<file path="src/rtl/attention_score_mh.sv">
// attention_score_mh: multi-head Q.K^T score engine.
// Loads SEQ_LEN key tokens into a buffer. Then, for each of SEQ_LEN queries, it
// streams one saturated score per head for every key. The scores come out in
// key order. Define ATTN_SCORE_ROUND_EN to make the score rescale round-half-up
// instead of truncating.
module attention_score_mh #(
  parameter int DATA_WIDTH = 8,
  parameter int SEQ_LEN    = 16,
  parameter int NUM_HEADS  = 4,
  parameter int HEAD_DIM   = 4,
  parameter int ACC_WIDTH  = 24,
  parameter int OUT_SHIFT  = 2
) (
  input  logic                                        clk,
  input  logic                                        rst,
  input  logic                                        start,
  input  logic                                        k_valid,
  output logic                                        k_ready,
  input  logic [NUM_HEADS*HEAD_DIM*DATA_WIDTH-1:0]    k_data,
  input  logic                                        q_valid,
  output logic                                        q_ready,
  input  logic [NUM_HEADS*HEAD_DIM*DATA_WIDTH-1:0]    q_data,
  output logic                                        s_valid,
  input  logic                                        s_ready,
  output logic [NUM_HEADS*DATA_WIDTH-1:0]             s_data,
  output logic [$clog2(SEQ_LEN)-1:0]                  s_key,
  output logic                                        s_last,
  output logic                                        busy,
  output logic                                        done
);

  localparam int ROW_W = NUM_HEADS*HEAD_DIM*DATA_WIDTH;
  localparam int JW    = $clog2(SEQ_LEN);
  localparam int QW    = $clog2(SEQ_LEN+1);
  localparam int CW    = $clog2(HEAD_DIM+1);
  localparam int PW    = 2*DATA_WIDTH;
  localparam logic [JW-1:0] LAST_J = JW'(SEQ_LEN-1);
  localparam logic [CW-1:0] D_LAST = CW'(HEAD_DIM);
  localparam logic [QW-1:0] Q_ALL  = QW'(SEQ_LEN);
  localparam logic signed [ACC_WIDTH-1:0] SAT_MAX = ACC_WIDTH'(2**(DATA_WIDTH-1)-1);
  localparam logic signed [ACC_WIDTH-1:0] SAT_MIN = ACC_WIDTH'(-(2**(DATA_WIDTH-1)));

  typedef enum logic [2:0] {IDLE, LOAD_K, WAIT_Q, MAC, OUT, FIN} state_t;

  state_t            state_reg, state_next;
  logic [JW-1:0]     kidx_reg;   // next key row to write
  logic [JW-1:0]     j_reg;      // key currently being scored
  logic [QW-1:0]     qcnt_reg;   // queries consumed this run
  logic [CW-1:0]     d_reg;      // 0 = key row fetch, 1..HEAD_DIM = accumulate element d-1
  logic [CW-1:0]     d_idx;
  logic [ROW_W-1:0]  q_reg;
  logic [ROW_W-1:0]  k_row;
  logic [ROW_W-1:0]  kmem [SEQ_LEN];
  logic              acc_clear, acc_en;

  assign d_idx     = d_reg - 1'b1;
  assign acc_en    = (state_reg == MAC) && (d_reg != '0);
  assign acc_clear = ((state_reg == WAIT_Q) && q_valid) ||
                     ((state_reg == OUT) && s_ready && (j_reg != LAST_J));
  assign s_key     = j_reg;
  assign s_last    = (state_reg == OUT) && (j_reg == LAST_J);

  // State register
  always_ff @(posedge clk) begin
    if (rst) state_reg <= IDLE;
    else     state_reg <= state_next;
  end

  // Next-state and handshake/status outputs
  always_comb begin
    state_next = state_reg;
    k_ready    = 1'b0;
    q_ready    = 1'b0;
    s_valid    = 1'b0;
    done       = 1'b0;
    busy       = 1'b1;
    case (state_reg)
      IDLE: begin
        busy = 1'b0;
        if (start) state_next = LOAD_K;
      end
      LOAD_K: begin
        k_ready = 1'b1;
        if (k_valid && (kidx_reg == LAST_J)) state_next = WAIT_Q;
      end
      WAIT_Q: begin
        q_ready = 1'b1;
        if (q_valid) state_next = MAC;
      end
      MAC: begin
        if (d_reg == D_LAST) state_next = OUT;
      end
      OUT: begin
        s_valid = 1'b1;
        if (s_ready) begin
          if (j_reg != LAST_J)      state_next = MAC;
          else if (qcnt_reg < Q_ALL) state_next = WAIT_Q;
          else                       state_next = FIN;
        end
      end
      FIN: begin
        done       = 1'b1;
        state_next = IDLE;
      end
      default: state_next = IDLE;
    endcase
  end

  // Run counters and query latch
  always_ff @(posedge clk) begin
    if (rst) begin
      kidx_reg <= '0;
      j_reg    <= '0;
      qcnt_reg <= '0;
      d_reg    <= '0;
      q_reg    <= '0;
    end else begin
      case (state_reg)
        IDLE: if (start) begin
          kidx_reg <= '0;
          qcnt_reg <= '0;
        end
        LOAD_K: if (k_valid) kidx_reg <= (kidx_reg == LAST_J) ? '0 : kidx_reg + 1'b1;
        WAIT_Q: if (q_valid) begin
          q_reg    <= q_data;
          j_reg    <= '0;
          qcnt_reg <= qcnt_reg + 1'b1;
          d_reg    <= '0;
        end
        MAC: if (d_reg != D_LAST) d_reg <= d_reg + 1'b1;
        OUT: if (s_ready && (j_reg != LAST_J)) begin
          j_reg <= j_reg + 1'b1;
          d_reg <= '0;
        end
        default: ;
      endcase
    end
  end

  // Key buffer write port (block RAM, no reset)
  always_ff @(posedge clk) begin
    if (!rst && (state_reg == LOAD_K) && k_valid) kmem[kidx_reg] <= k_data;
  end

  // Key buffer registered read; the row is valid from the second MAC cycle onward
  always_ff @(posedge clk) begin
    k_row <= kmem[j_reg];
  end

  for (genvar gi = 0; gi < NUM_HEADS; gi++) begin : g_head
    logic signed [DATA_WIDTH-1:0] q_el, k_el;
    logic signed [PW-1:0]         prod;
    logic signed [ACC_WIDTH-1:0]  acc_reg, acc_adj, shifted;
    logic [DATA_WIDTH-1:0]        score;

    // Select element d-1 of this head from the latched query and the fetched key row
    always_comb begin
      q_el = '0;
      k_el = '0;
      for (int d = 0; d < HEAD_DIM; d++) begin
        if (d_idx == CW'(d)) begin
          q_el = q_reg[(gi*HEAD_DIM+d)*DATA_WIDTH +: DATA_WIDTH];
          k_el = k_row[(gi*HEAD_DIM+d)*DATA_WIDTH +: DATA_WIDTH];
        end
      end
    end

    assign prod = q_el * k_el;

    // Per-head accumulator, cleared whenever a new key is about to be scored
    always_ff @(posedge clk) begin
      if (rst)            acc_reg <= '0;
      else if (acc_clear) acc_reg <= '0;
      else if (acc_en)    acc_reg <= acc_reg + {{(ACC_WIDTH-PW){prod[PW-1]}}, prod};
    end

`ifdef ATTN_SCORE_ROUND_EN
    localparam logic signed [ACC_WIDTH-1:0] ROUND_BIAS = ACC_WIDTH'(2**(OUT_SHIFT-1));
    assign acc_adj = acc_reg + ROUND_BIAS;
`else
    assign acc_adj = acc_reg;
`endif
    assign shifted = acc_adj >>> OUT_SHIFT;

    // Clamp the rescaled accumulator into the signed output range
    always_comb begin
      if (shifted > SAT_MAX)      score = SAT_MAX[DATA_WIDTH-1:0];
      else if (shifted < SAT_MIN) score = SAT_MIN[DATA_WIDTH-1:0];
      else                        score = shifted[DATA_WIDTH-1:0];
    end

    assign s_data[gi*DATA_WIDTH +: DATA_WIDTH] = (state_reg == OUT) ? score : '0;
  end

endmodule

</file>
<file path="config.mk">
export PLATFORM = sky130hd
export DESIGN_NAME = attention_score_mh
export DESIGN_NICKNAME = d
export VERILOG_FILES = /design/src/rtl/attention_score_mh.sv
export SDC_FILE = /design/constraint.sdc
export NUM_CORES = 2
export LEC_CHECK = 0
export CAP_MARGIN = 20
export CORE_MARGIN = 2
export CORE_UTILIZATION = 35
export CTS_BUF_LIST = sky130_fd_sc_hd__clkbuf_8 sky130_fd_sc_hd__clkbuf_16
export DETAILED_ROUTE_END_ITERATION = 8
export PLACE_DENSITY = 0.58
export RECOVER_POWER = 50
export SLEW_MARGIN = 20
export SYNTH_ARGS = -nofsm -noshare
export SYNTH_HDL_FRONTEND = slang
export SYNTH_SLANG_ARGS = --single-unit
</file>
<file path="constraint.sdc">
create_clock -name clk -period 11.8 [get_ports clk]
set_clock_uncertainty 0.2 [all_clocks]
set_input_delay 2.36 -clock clk [delete_from_list [all_inputs] [get_ports clk]]
set_output_delay 2.36 -clock clk [all_outputs]
set_load 0.05 [all_outputs]
</file>
==> flow_metrics.py <==
metrics = {
    "route": {
        "first_iter_violations": 5291,
        "top_layer_used": "met5",
        "wl_met1_mm": 121,
        "vias": 56600,
        "ant_nets": 0,
        "drt-vias-per-instance": 5.27,
        "route.detailed.drc": 0,
        "firstDrtPassIters": 6,
        "post_drt_wl_per_cell_um": 26.4,
        "route.met3.wl_mm": 15.9,
        "wl_met2_mm": 133,
        "drt_wl_total_mm": 283,
    },
    "timing": {
        "slew_headroom_pct": -456,
        "setup_viol": 0,
        "fin_crit_ps": 10160,
        "hold_viol": 0,
        "finalCritPeriodShare_pct": 86.1,
        "rsz0062_at_grt": "no",
        "fin_ws_ps": 1640,
        "drv_slew": 1076,
        "fmax_mhz": 98.4,
        "finalSetupTns_ps": 0,
        "tightest_slew_ps": 8340,
    },
    "logic_synthesis": {
        "synthesis.nets": 6915,
        "yosysWarnings": 0,
        "synth_cell_types": 77,
        "synth-seq-cells": 2419,
        "synth_area_leader_cell": "edfxtp_1",
        "synth-edff-count": 2048,
        "postSynthAreaPerCell_um2": 16.8,
        "syn_inst": 6201,
        "yosysTopAreaCellShare_pct": 59.1,
        "syn_area_mm2": 0.104,
        "synthTopCellsByArea": "edfxtp_1 (59%), mux4_2 (14%), dfxtp_1 (7.1%), fa_1 (4.3%), ha_1 (2.7%)",
        "synth.yosys.seq_area_share_pct": 66.2,
        "dominantRegCellSynth": "edfxtp_1",
        "async_reset_ff_share_pct": 0,
    },
    "clock_tree": {
        "cts_tree": "done",
        "post_cts_buffers": 0,
        "cts_root_buf": "clkbuf_16",
        "clock_latency_ps": 910,
        "holdBufCountCts": 0,
        "cts.path.max_buffers": 4,
        "path_clk_slew_ps": 60,
        "htreeDepth": 4,
        "cts_resized": 0,
        "clock_sinks": 2419,
        "cts_made_buffers": 241,
    },
    "status": {
        "status": "finished, violations left",
        "violations": "max-capacitance violations, max-slew violations",
    },
    "critical_path": {
        "cp-startpoint": "d_reg[0]$_SDFFE_PP0P_",
        "cp-end-kind": "flip-flop",
        "crit_arrival_ps": 10800,
        "critical_path_required_ps": 12450,
        "cp_slowest_stage_delay_ps": 980,
        "slowest_stage": "and3b_4",
        "critPathLaunchType": "flip-flop",
        "cp_common_cell": "inv_1",
        "critical_path_peak_fanout": 64,
        "r2r_start": "d_reg[0]$_SDFFE_PP0P_",
        "critPathKind": "reg -> reg",
    },
    "die": {
        "die_x_um": 549,
        "rows": 200,
        "dieArea_mm2": 0.302,
        "die_height_um": 549,
        "coreArea_mm2": 0.296,
        "start_util_pct": 35.1,
        "ios": 304,
    },
    "placed_design": {
        "place_ws_ps": 1640,
        "port_buffers": 303,
        "placed_area_mm2": 0.112,
        "detailed_place_hpwl_mm": 167,
        "gp_congestion": 0.877,
    },
    "worst_hold_path": {
        "min-delay-start": "q_reg[65]$_SDFFE_PP0P_",
        "worstHoldPathType": "reg -> reg",
    },
    "pwr": {
        "p_leak_nw": 39.5,
        "vdd_ir_drop_max_mv": 0.120,
        "powerDensity_mw_per_mm2": 155,
    },
    "layout": {
        "final_common_cell": "edfxtp_1",
        "largest_reg_flops": 2048,
        "syn_to_final_growth_pct": 14.9,
        "final_cell_mix": "edfxtp_1 (2048), mux4_2 (627), nand2_1 (456)",
        "fin_nets": 7266,
        "fin_util_pct": 40.4,
        "fin_area_mm2": 0.120,
        "post_route_cells_drive_above_1_share_pct": 17.3,
    },
    "global_routing": {
        "grt_use_total_pct": 18.6,
        "gr-total-overflow": 0,
        "grt_start_max_net_pins": 128,
        "grt_pass1_wl_mm": 408,
        "grt_pass1_vias": 57500,
        "antenna_found_initial": 88,
    },
    "job": {
        "max_cap_violations": 21,
    },
}
-- layout make-up --
class,count,area (um^2)
tap,3939,4930
clock inverter,177,1250
sequential,2419,68900
inverter,365,1370
fill,26700,177000
multi-input combinational,3143,32900
timing repair buffer,382,3740
antenna,32,80.1
clock buffer,269,6460
-- logic make-up (layout without fill, tap and decap cells) --
logic type | Yosys count | after routing | share of synthesized area [%]
adder cells (fa/ha/maj) | 452 | 452 | 7.05
AND/OR/NAND/NOR | 1188 | 1188 | 4.97
AO/OA/AOI/OAI | 703 | 703 | 4.39
multiplexers | 646 | 646 | 13.7
buffers and inverters | 639 | 1193 | 2.34
XOR/XNOR | 154 | 154 | 1.30
flip-flops | 2419 | 2419 | 66.2
other | 0 | 32 | 0
-- per-stage QoR --
step,hold WS [ps],std cells,power [mW]
after floorplan,236,6201,10.6
after global placement,242,10200,11.3
after detailed placement,250,10200,11.3
after CTS,258,10700,18.7
after global routing,277,10700,19.2
final,260,10700,18.6
-- synth_stat cells (4+ instances only) --
cell	instances
buf_1	61
ha_1	228
a211oi_1	33
o21ai_1	12
o21a_1	14
o21ai_0	41
inv_1	364
or3_1	10
nor2b_1	42
a41oi_1	4
xnor2_1	115
and3_1	19
nand2b_1	18
nand2_1	458
nor3_1	90
buf_2	27
a21oi_2	30
or2_2	57
a21o_1	57
dfxtp_1	371
fa_1	224
clkbuf_1	186
o211ai_1	8
o21bai_1	18
nand4_1	22
a21oi_1	352
a31oi_1	10
nor2_1	399
edfxtp_1	2048
xor2_1	39
nor4_1	14
o41ai_1	5
or2_1	9
a221oi_1	65
and2_1	10
mux4_2	627
a211o_1	7
mux2i_1	19
nand3_1	27
o31ai_1	6
-- worst max-delay path: cells and delay by family, from the launching register on --
kind                     cells  cell delay (ps)
adder cells (fa/ha/maj)      7             3000
multiplexers                 1              190
AO/OA/AOI/OAI               10             2320
flip-flops                   1              430
AND/OR/NAND/NOR              7             2550
XOR/XNOR                     2              800
buffers and inverters        5              530
-- layer usage --
| layer | global-route usage (%) | vias up |
|---|---|---|
| met5 | 0 | - |
| met4 | 7.55 | 48 |
| met3 | 2.96 | 522 |
| met2 | 29.8 | 1654 |
| met1 | 25.1 | 29900 |
| li1 | - | 24500 |
-- worst paths after layout --
check                                                     endpoint  slack [ps]  depth (start not counted)
worst max-delay path            g_head[3].acc_adj[23]$_SDFFE_PP0P_        1640                         32
worst min-delay path                        q_reg[65]$_SDFFE_PP0P_         260                          2
worst max register to register  g_head[3].acc_adj[23]$_SDFFE_PP0P_        1640                         32
worst min register to register              q_reg[65]$_SDFFE_PP0P_         260                          2
-- report_power, final --
part	switching (mW)	internal, mW	total, mW
Combinational	1.05	0.543	1.59
Clock	3.24	4.23	7.47
Sequential	0.109	9.40	9.51
(Power assumes the default switching activity.)
